`config.mk`:
```
export PLATFORM = sky130hd
export DESIGN_NAME = tile_dma_packer
export DESIGN_NICKNAME = d
export VERILOG_FILES = /design/src/rtl/tile_dma_packer.sv
export SDC_FILE = /design/constraint.sdc
export NUM_CORES = 1
export LEC_CHECK = 0
export CAP_MARGIN = 20
export CORE_ASPECT_RATIO = 1.2
export CORE_UTILIZATION = 35
export DETAILED_ROUTE_END_ITERATION = 8
export GPL_TIMING_DRIVEN = 0
export PLACE_DENSITY = 0.6
export SLEW_MARGIN = 20
export SYNTH_ARGS = -nofsm -noshare
export SYNTH_HDL_FRONTEND = slang
export SYNTH_SLANG_ARGS = --single-unit
```
`constraint.sdc`:
```
create_clock -name clk -period 3.1 [get_ports clk]
set_input_delay 0.62 -clock clk [delete_from_list [all_inputs] [get_ports clk]]
set_output_delay 0.62 -clock clk [all_outputs]
set_load 0.02 [all_outputs]
```
`src/rtl/tile_dma_packer.sv`:
```
// tile_dma_packer
//   Upstream feeder for the tile buffer bank. It accepts a one-pixel-per-clock
//   DMA stream through a valid/ready handshake and packs PIX_PER_CLK pixels
//   into each buffer word. Words go to the buffer write port at sequential
//   addresses. Each start command transfers exactly one TILE_W x TILE_H tile.
//
// Ports
//   clk       in   clock, rising edge
//   rst_n     in   asynchronous active-low reset
//   start     in   begin one tile transfer (honoured only while idle)
//   busy      out  high while filling a tile
//   done      out  one-cycle pulse, coincident with the final word write
//   err_last  out  sticky framing error (in_last misplaced) for current/last tile
//   in_valid  in   pixel valid
//   in_ready  out  packer can accept a pixel
//   in_data   in   pixel value
//   in_last   in   marks the final pixel of the tile
//   wr_en     out  buffer write strobe
//   wr_addr   out  buffer word address
//   wr_data   out  packed word, lane 0 in the LSBs
module tile_dma_packer #(
    parameter int unsigned DATA_W      = 8,
    parameter int unsigned TILE_W      = 32,
    parameter int unsigned TILE_H      = 32,
    parameter int unsigned PIX_PER_CLK = 8,
    localparam int unsigned WORDS  = TILE_W * TILE_H / PIX_PER_CLK,
    localparam int unsigned ADDR_W = (WORDS > 1) ? $clog2(WORDS) : 1,
    localparam int unsigned LANE_W = (PIX_PER_CLK > 1) ? $clog2(PIX_PER_CLK) : 1,
    localparam int unsigned WORD_W = DATA_W * PIX_PER_CLK
) (
    input  logic              clk,
    input  logic              rst_n,
    input  logic              start,
    output logic              busy,
    output logic              done,
    output logic              err_last,
    input  logic              in_valid,
    output logic              in_ready,
    input  logic [DATA_W-1:0] in_data,
    input  logic              in_last,
    output logic              wr_en,
    output logic [ADDR_W-1:0] wr_addr,
    output logic [WORD_W-1:0] wr_data
);

    localparam logic [LANE_W-1:0] LastLane = LANE_W'(PIX_PER_CLK - 1);
    localparam logic [ADDR_W-1:0] LastWord = ADDR_W'(WORDS - 1);

    typedef enum logic [0:0] {StIdle, StFill} state_e;

    state_e              state_q, state_d;
    logic [LANE_W-1:0]   lane_q, lane_d;
    logic [ADDR_W-1:0]   word_q, word_d;
    logic [WORD_W-1:0]   pack_q, pack_d;
    logic                wr_en_q, wr_en_d;
    logic [ADDR_W-1:0]   wr_addr_q, wr_addr_d;
    logic [WORD_W-1:0]   wr_data_q, wr_data_d;
    logic                done_q, done_d;
    logic                err_q, err_d;

    logic accept;
    logic last_lane;
    logic final_pix;

    assign accept    = in_valid && (state_q == StFill);
    assign last_lane = (lane_q == LastLane);
    assign final_pix = last_lane && (word_q == LastWord);

    always_comb begin
        state_d   = state_q;
        lane_d    = lane_q;
        word_d    = word_q;
        pack_d    = pack_q;
        wr_en_d   = 1'b0;
        wr_addr_d = wr_addr_q;
        wr_data_d = wr_data_q;
        done_d    = 1'b0;
        err_d     = err_q;

        unique case (state_q)
            StIdle: begin
                if (start) begin
                    state_d = StFill;
                    lane_d  = '0;
                    word_d  = '0;
                    err_d   = 1'b0;
                end
            end
            StFill: begin
                if (accept) begin
                    pack_d[lane_q*DATA_W +: DATA_W] = in_data;
                    // in_last must be set on the final pixel and nowhere else.
                    if (in_last != final_pix) begin
                        err_d = 1'b1;
                    end
                    if (last_lane) begin
                        lane_d    = '0;
                        wr_en_d   = 1'b1;
                        wr_addr_d = word_q;
                        // pack_d already carries the pixel accepted this cycle.
                        wr_data_d = pack_d;
                        if (word_q == LastWord) begin
                            // Tile ends on pixel count regardless of in_last.
                            word_d  = '0;
                            state_d = StIdle;
                            done_d  = 1'b1;
                        end else begin
                            word_d = word_q + 1'b1;
                        end
                    end else begin
                        lane_d = lane_q + 1'b1;
                    end
                end
            end
            default: state_d = StIdle;
        endcase
    end

    always_ff @(posedge clk or negedge rst_n) begin
        if (!rst_n) begin
            state_q   <= StIdle;
            lane_q    <= '0;
            word_q    <= '0;
            pack_q    <= '0;
            wr_en_q   <= 1'b0;
            wr_addr_q <= '0;
            wr_data_q <= '0;
            done_q    <= 1'b0;
            err_q     <= 1'b0;
        end else begin
            state_q   <= state_d;
            lane_q    <= lane_d;
            word_q    <= word_d;
            pack_q    <= pack_d;
            wr_en_q   <= wr_en_d;
            wr_addr_q <= wr_addr_d;
            wr_data_q <= wr_data_d;
            done_q    <= done_d;
            err_q     <= err_d;
        end
    end

    assign busy     = (state_q == StFill);
    assign in_ready = (state_q == StFill);
    assign done     = done_q;
    assign err_last = err_q;
    assign wr_en    = wr_en_q;
    assign wr_addr  = wr_addr_q;
    assign wr_data  = wr_data_q;

endmodule
```
==> flow_metrics.tcl, run 1 <==
set metrics [dict create \
    status "finished, final reports clean" \
    overflow 0 \
    max_freq_ghz 0.341 \
    final_hold_viol_count 0 \
    synthesis.area_um2 6460 \
    htreeDepth 4 \
    fin_cells 986 \
    cp-startpoint "lane_q[0]" \
    final_util_pct 45.8 \
    antenna_found_initial 0 \
    yosys.area.top_type "dfrtp_1" \
    syn_to_final_growth_pct 28.4 \
    synth.net_count 658 \
    n_antenna_cell 0 \
    dieArea_um2 19000 \
    synth.distinct_cells 43 \
    rr_worst_depth 10 \
    drt-wirelength-per-cell_um 16.8 \
    synth-warning-count 0 \
    skew_ns 0.00778 \
    die_w_um 126 \
    cap_violations 0 \
    period_share_pct 94.6 \
    routed-via-count 5097 \
    cts_root_buffer "clkbuf_16" \
    vias_per_cell 5.17 \
    crit_path_end_kind "flop" \
    cp_num_buf_inv 4 \
    first_iter_violations 310 \
    insertion_delay_ns 0.43 \
    grt_use_total_pct 18.6 \
    cpLargestDelayFamily "simple AND/OR/NAND/NOR gates" \
    grt_pass1_wl_mm 27.0 \
    synth_edf_count 0 \
    pin_count 89 \
    path_class "flop to flop" \
    drt-pass1-iter-count 4 \
    setup_violations 0 \
    worst-endpoint-arrival_ns 3.30 \
    max_stage_delay_ns 0.51 \
    netlist_top_cells_area "dfrtp_1, nand2_1, mux2_2" \
    grt_pass1_vias 5155 \
    syn_area_per_cell_um2 10.1 \
    tightestPinTransition_ns 0.728 \
    power_density_nw_per_um2 936 \
    synth-seq-cells 149 \
    ys.flop_type "dfrtp_1" \
    fp-row-count 54 \
    cp-start-kind "flop" \
    r2r_end "wr_data[21]" \
    grt_max_degree 79 \
    syn_inst 639 \
    slew_headroom_pct 51.3 \
    drive_gt1_share_pct 14.4 \
    required_ns 3.47 \
    fp.dieH_um 151 \
    drv_slew 0 \
    period_needed_ns 2.93 \
    tritoncts "built" \
    hold_path.class "primary input to async pin" \
    core_um2 18100 \
    p_leak_nw 3.60 \
    crit-reg2reg-launch "lane_q[0]" \
    antenna_violating_nets_post_route 0 \
    clockBufferDepth 2 \
    peakVddDrop_mv 0.436 \
    yosys-top-cells-count "dfrtp_1, nand2_1, nor2_1, o21ai_0, a21oi_1" \
    fin_ws_ns 0.167 \
    cts-buffers-inserted 17 \
    r2r_slack_ns 0.17 \
    cp_max_fo 10 \
    cts_sinks 149 \
    synth_async_sr_flop_share_pct 100 \
    remaining_drc_errors 0 \
    grt_setup_unrepaired "false" \
    synth.most_common_cell "dfrtp_1" \
    clkTransAtPathRegs_ns 0.07 \
    slowest_stage "or4_1" \
    dp_cells 952 \
    port_buffers 88 \
    start_util_pct 35.7 \
    crit_path_cell_trace "buf_4, clkbuf_4, inv_1, ha_1, ha_2, nand2b_1, or4_1, clkbuf_1, nor2_1, a221o_1" \
    wirelength_mm 16.6 \
    dpl.hpwl_mm 11.8 \
    synth_top_area_share_pct 57.7 \
    place_ws_ns -0.374 \
    place.gp.congestion 0.803 \
    ys_seq_area_share_pct 57.7 \
    nets 768 \
]
==> metal layers <==
metal | share of wire, % | GRT usage, % | vias to the layer above
met2 | 48 | 30.6 | 127
met3 | 4.1 | 4.42 | 32
met1 | 45 | 23.2 | 2527
met5 | 0 | 0 | -
li1 | - | - | 2411
met4 | 2.9 | 8.73 | 0
==> placed cells by master, fill, tap and decap left out, types with 4 or more instances in the layout <==
cell	n
dfrtp_1	149
nand2_1	123
clkdlybuf4s50_1	87
nor2_1	66
o21ai_0	59
a21oi_1	34
mux2_2	31
nand3_1	17
clkbuf_1	17
clkbuf_16	17
a221o_1	14
and2_1	13
buf_2	11
a31oi_1	9
o211ai_1	9
nand3b_1	8
o21ai_2	8
inv_6	7
inv_1	6
buf_4	5
nand4_1	5
ha_1	5
clkinvlp_4	5
nand2_2	4
==> layout make-up <==
type | count | area [um^2]
Buffer | 41 | 209
Clock buffer | 17 | 425
Clock inverter | 15 | 145
Fill cell | 1720 | 9820
Inverter | 6 | 22.5
Multi-Input combinational cell | 442 | 2530
Sequential cell | 149 | 3730
Tap cell | 224 | 280
Timing Repair Buffer | 92 | 948
==> repair_timing <==
action | in CTS | in global routing
gates cloned | 0 | 0
gates resized for setup | 4 | 10
buffers inserted | 0 | 3
pin swaps | 0 | 2
endpoints found under the hold margin | 0 | 0
setup endpoints to repair | 51 | 64
hold buffers | 0 | 0
==> kinds of logic after synthesis <==
group / share of synthesized area (%)
AO/OA/AOI/OAI: 13.0
flip-flops: 57.7
buffers and inverters: 3.53
multiplexers: 5.87
adder cells (fa/ha/maj): 1.16
AND/OR/NAND/NOR: 18.3
XOR/XNOR: 0.407
==> worst reg2reg max path, cell delays in order, from the launching register on <==
cell and delay, ns:
dfrtp_1 0.42, buf_4 0.21, clkbuf_4 0.22, inv_1 0.10, ha_1 0.23, ha_2 0.41, nand2b_1 0.21, or4_1 0.51
clkbuf_1 0.26, nor2_1 0.18, a221o_1 0.12
==> through the flow <==
step           area, um^2  TNS [ns]  hold slack, ns  power [mW]
2_1_floorplan        6460         0           0.324        4.57
3_3_place_gp         7620   -644.16           0.462        5.63
3_5_place_dp         7650     -6.84           0.466        5.72
4_1_cts              8240         0           0.157        7.78
5_1_grt              8290         0           0.179        8.23
6_report             8290         0           0.137        7.76
==> where the power goes <==
group	internal (mW)	switching, mW
clock network	1.12	0.872
registers	2.60	0.415
logic	1.23	1.52
==> sequential cells by signal, summed over array words and instances (netlist names) <==
| signal | count |
|---|---|
| busy | 1 |
| done | 1 |
| err_last | 1 |
| lane_q | 3 |
| pack_q | 64 |
| word_q | 7 |
| wr_addr | 7 |
| wr_data | 64 |
| wr_en | 1 |
==> how the worst max path moves through the flow <==
stage                             end  slack [ns]  cells after the start
after detailed placement   pack_q[23]       -0.37                      8
after global placement     pack_q[30]       -4.31                      1
final                     wr_data[21]        0.17                     10
after floorplan            pack_q[62]        0.32                     12
after CTS                  pack_q[18]        0.01                      8
after global routing       pack_q[46]       0.006                     11
(Power assumes the default switching activity.)
==> run 2, diff against run 1 <==
--- a/config.mk
+++ b/config.mk
@@ -11,6 +11,7 @@
 export DETAILED_ROUTE_END_ITERATION = 8
 export GPL_TIMING_DRIVEN = 0
 export PLACE_DENSITY = 0.6
+export REMOVE_ABC_BUFFERS = 1
 export SLEW_MARGIN = 20
 export SYNTH_ARGS = -nofsm -noshare
 export SYNTH_HDL_FRONTEND = slang
==> run 2 against run 1 <==
The flow now finishes with violations (DRC, setup timing). Count of clock-buffer cells in the layout stayed put. Clock skew increased by 0.0028 ns. Design area shrank 2.2%. Die area unchanged. Non-clock buffer count shrank 41. Sequential share of layout area increased by 1.0 points. Highest routed layer unchanged.
==> flow_metrics.tcl, run 2 (same netlist as run 1, synthesis figures left out) <==
set metrics [dict create \
    status "finished with violations" \
    violations "DRC, setup timing" \
    dieArea_um2 19000 \
    holdWs_ns 0.144 \
    fp.dieH_um 151 \
    p_clk_share_pct 26.9 \
    setup_tns_ns -0.139 \
    power.net_switching_mw 2.70 \
    pin_count 89 \
    p_leak_nw 3.50 \
    peakVddDrop_mv 0.417 \
    cts_sinks 149 \
    first_iter_violations 332 \
    cap_violations 0 \
    drt-wirelength-per-cell_um 15.9 \
    cp_max_fo 23 \
    htreeDepth 4 \
    required_ns 3.41 \
    insertion_delay_ns 0.42 \
    period_share_pct 101 \
    grt_pass1_wl_mm 24.8 \
    hold_buffers 0 \
    layout_common_cells "dfrtp_1, nand2_1, clkdlybuf4s50_1" \
    grt_setup_unrepaired "true" \
    wl_met2_mm 7.53 \
    syn_to_final_growth_pct 25.5 \
    wirelength_mm 15.0 \
    p_sw_share_pct 35.3 \
    cp-start-kind "flop" \
    crit_path_end_kind "flop" \
    top_layer "met4" \
    tritoncts "built" \
    core_um2 18100 \
    routed-via-count 4825 \
    period_needed_ns 3.12 \
    layout_commonest_cell "dfrtp_1" \
    start_util_pct 35.7 \
    port_buffers 88 \
    dpl.hpwl_mm 10.4 \
    worst-endpoint-arrival_ns 3.43 \
    clkTransAtPathRegs_ns 0.07 \
    n_antenna_cell 0 \
    power_density_nw_per_um2 944 \
    final_hold_viol_count 0 \
    die_w_um 126 \
    fp-row-count 54 \
    remaining_drc_errors 2 \
    wl_met1_mm 6.82 \
    drv_slew 0 \
    vias_per_cell 5.11 \
    overflow 0 \
    final_util_pct 44.8 \
    dr_wl_met3_um 484 \
    placed_area_um2 7500 \
    drt-pass1-iter-count 9 \
    nets 727 \
    fillers 1745 \
    grt_max_degree 81 \
    seq_power_share_pct 39.6 \
    clockBufferDepth 2 \
    skew_ns 0.0106 \
    antenna_violating_nets_post_route 0 \
    tightestPinTransition_ns 1.07 \
    drive_gt1_share_pct 12.6 \
    slew_headroom_pct 27.9 \
    path_class "flop to flop" \
    cts-buffers-inserted 17 \
    setup_violations 9 \
    antenna_found_initial 0 \
    place.gp.congestion 0.774 \
    fin_ws_ns -0.0209 \
    grt_use_total_pct 16.7 \
    comb_power_share_pct 33.5 \
    intPower_mw 4.95 \
    hold_path.class "primary input to async pin" \
    max_freq_ghz 0.320 \
    stdcell_area_um2 8110 \
    cts_root_buffer "clkbuf_16" \
    grt_pass1_vias 4755 \
]
## run 2: per-stage QoR
| step | power, mW | cells | setup WS [ns] |
|---|---|---|---|
| floorplan | 4.48 | 597 | -0.299 |
| global placement | 5.52 | 909 | -4.38 |
| detailed placement | 5.62 | 912 | -0.289 |
| CTS | 7.71 | 944 | 0.00738 |
| global route | 8.13 | 945 | -0.228 |
| finish | 7.65 | 945 | -0.0209 |
## run 2: final timing paths
kind	start	slack (ns)	depth (start not counted)	endpoint
worst max-delay path	lane_q[0]	-0.02	6	pack_q[16]
worst max register to register	lane_q[0]	-0.02	6	pack_q[16]
max in group asynchronous	rst_n	2.17	2	pack_q[26]
worst min-delay path	rst_n	0.14	1	wr_addr[4]
min in group clk	wr_data[26]	0.48	2	wr_data[26]
worst min register to register	wr_data[26]	0.48	2	wr_data[26]
## run 2: critical path: stages (launching register included)
cell      delay (ns)
dfrtp_2         0.64
inv_1           0.16
ha_1            0.26
ha_1            0.44
nand2b_1        0.19
nor4_2          0.90
mux2_2          0.42
## run 2: power groups by stage
stage | combinational, mW | clock [mW] | sequential (mW)
6_report | 2.57 | 2.06 | 3.03
5_1_grt | 2.83 | 2.19 | 3.11
4_1_cts | 2.58 | 2.10 | 3.03
3_5_place_dp | 2.56 | 0 | 3.06
3_3_place_gp | 2.48 | 0 | 3.04
2_1_floorplan | 1.16 | 0 | 3.32
## run 2: timing repair
item,in CTS,in global routing
buffers inserted,0,1
endpoints found under the setup margin,56,48
resized for setup,2,2
## run 2: final cells by class
type,count,area [um^2],share of cell area (%)
multi-input cells,442,2510,31.0
repair buffers,92,968,11.9
well taps,224,280,3.46
clock buffers,17,425,5.25
flip-flops and latches,149,3730,46.0
inverters,6,22.5,0.278
clock inverters,15,166,2.05
## run 2: routing by layer
layer,global-route usage (%),vias up
li1,-,2345
met1,21.2,2365
met2,28.1,99
met3,3.67,16
met4,6.08,0
met5,0,-
==> run 3, diff against run 2 <==
--- a/config.mk
+++ b/config.mk
@@ -10,6 +10,7 @@
 export CORE_UTILIZATION = 35
 export DETAILED_ROUTE_END_ITERATION = 8
 export GPL_TIMING_DRIVEN = 0
+export MAX_ROUTING_LAYER = met4
 export PLACE_DENSITY = 0.6
 export REMOVE_ABC_BUFFERS = 1
 export SLEW_MARGIN = 20
==> run 3 against run 2 <==
The run ends with DRC left. Core utilization unchanged. Via count down 0.87%. Sequential power about the same. Final cell count unchanged. Combinational power about the same. Sequential share of layout area unchanged. Design area unchanged. Total power down 0.13%. Critical path depth unchanged. Register-to-register slack better by 0.03 ns. Routed wire length down 0.15%. Non-clock buffer count unchanged. Largest power group unchanged. Highest routed layer unchanged.
==> flow_metrics.tcl, run 3 (same netlist as run 1, synthesis figures left out) <==
set metrics [dict create \
    clkTransAtPathRegs_ns 0.07 \
    core_um2 18100 \
    dieArea_um2 19000 \
    period_needed_ns 3.09 \
    remaining_drc_errors 2 \
    clockBufferDepth 2 \
    crit-reg2reg-launch "lane_q[0]" \
    fin_ws_ns 0.00736 \
    cts_sinks 149 \
    place.gp.congestion 0.785 \
    drv_slew 0 \
    tritoncts "built" \
    nets 727 \
    path_class "flop to flop" \
    p_total_mw 7.65 \
    tightestPinTransition_ns 1.07 \
    grt_use_total_pct 17.2 \
    syn_to_final_growth_pct 25.5 \
    layout_common_cells "dfrtp_1, nand2_1, clkdlybuf4s50_1" \
    die_w_um 126 \
    rr_worst_depth 6 \
    antenna_found_initial 0 \
    first_iter_violations 382 \
    wirelength_mm 15.0 \
    vias_per_cell 5.06 \
    slew_headroom_pct 28.1 \
    worst-endpoint-arrival_ns 3.40 \
    port_buffers 88 \
    stdcell_area_um2 8110 \
    regArea_um2 3730 \
    peakVddDrop_mv 0.416 \
    period_share_pct 99.8 \
    pin_count 89 \
    grt_pass1_vias 4770 \
    p_leak_nw 3.50 \
    final_hold_viol_count 0 \
    grt_pass1_wl_mm 24.8 \
    grt_max_degree 81 \
    placed_area_um2 7500 \
    max_freq_ghz 0.323 \
    hold_path.class "primary input to async pin" \
    cts_root_buffer "clkbuf_16" \
    overflow 0 \
    setup_violations 0 \
    required_ns 3.41 \
    cp_max_fo 23 \
    status "finished with violations" \
    start_util_pct 35.7 \
    n_antenna_cell 0 \
    power_density_nw_per_um2 943 \
    fillers 1745 \
    r2r_end "pack_q[16]" \
    drt-wirelength-per-cell_um 15.9 \
    r2r_slack_ns 0.007 \
    place_ws_ns -0.289 \
    insertion_delay_ns 0.42 \
    routed-via-count 4783 \
    layout_commonest_cell "dfrtp_1" \
    dp_cells 912 \
    setup_tns_ns 0 \
    violations "DRC" \
    fp-row-count 54 \
    drive_gt1_share_pct 12.6 \
    cap_violations 0 \
    dpl.hpwl_mm 10.4 \
    antenna_violating_nets_post_route 0 \
    cp-start-kind "flop" \
    fin_cells 945 \
    htreeDepth 4 \
    cts-buffers-inserted 17 \
    hold_buffers 0 \
    skew_ns 0.0128 \
    grt_setup_unrepaired "true" \
    crit_path_end_kind "flop" \
    multiInputGateArea_um2 2510 \
    fp.dieH_um 151 \
    drt-pass1-iter-count 9 \
]
-- run 3: cell counts in the layout (fill, tap and decap cells not counted) --
Identical to the previous run, type by type.
-- run 3: how the worst max path moves through the flow --
stage                         start     endpoint  slack (ns)  cells after the start
final                     lane_q[0]   pack_q[16]       0.007                      6
after detailed placement  lane_q[0]   pack_q[60]       -0.29                      7
after global placement        rst_n  wr_data[57]       -4.38                      1
after floorplan           lane_q[0]  wr_data[16]       -0.30                      7
after CTS                 lane_q[0]   pack_q[16]       0.007                      6
after global routing      lane_q[0]   pack_q[31]       -0.22                      7
-- run 3: metal layers --
layer,vias to the layer above,track usage [%],share of wire [%]
met3,13,3.43,2.7
met2,85,28.1,51
li1,2347,-,-
met5,-,-,0
met1,2338,21.2,45
met4,0,6.27,1.2
-- run 3: layout make-up --
class                           instances  area share, %
Clock inverter                         15           2.05
Timing Repair Buffer                   92           11.9
Sequential cell                       149           46.0
Multi-Input combinational cell        442           31.0
Clock buffer                           17           5.25
Inverter                                6          0.278
Tap cell                              224           3.46
-- run 3: power breakdown --
part / internal, mW / switching [mW]
clock: 1.20 / 0.855
sequential: 2.60 / 0.428
combinational: 1.15 / 1.41
total: 4.95 / 2.69
-- run 3: critical path, cell delays in order (launching register included) --
cell	delay, ns
dfrtp_2	0.63
inv_1	0.16
ha_1	0.25
ha_1	0.43
nand2b_1	0.19
nor4_2	0.90
mux2_2	0.42
-- run 3: per-stage QoR --
step / hold WS [ns] / utilization (%)
floorplan: 0.324 / -
global placement: 0.462 / 40.9
detailed placement: 0.468 / 41.4
CTS: 0.152 / 44.7
global route: 0.173 / 44.8
finish: 0.141 / 44.8
-- run 3: repair_timing --
item | in CTS | in global routing
setup buffers | 0 | 1
setup endpoints to repair | 56 | 48
resized for setup | 2 | 2
pin swaps | 0 | 0
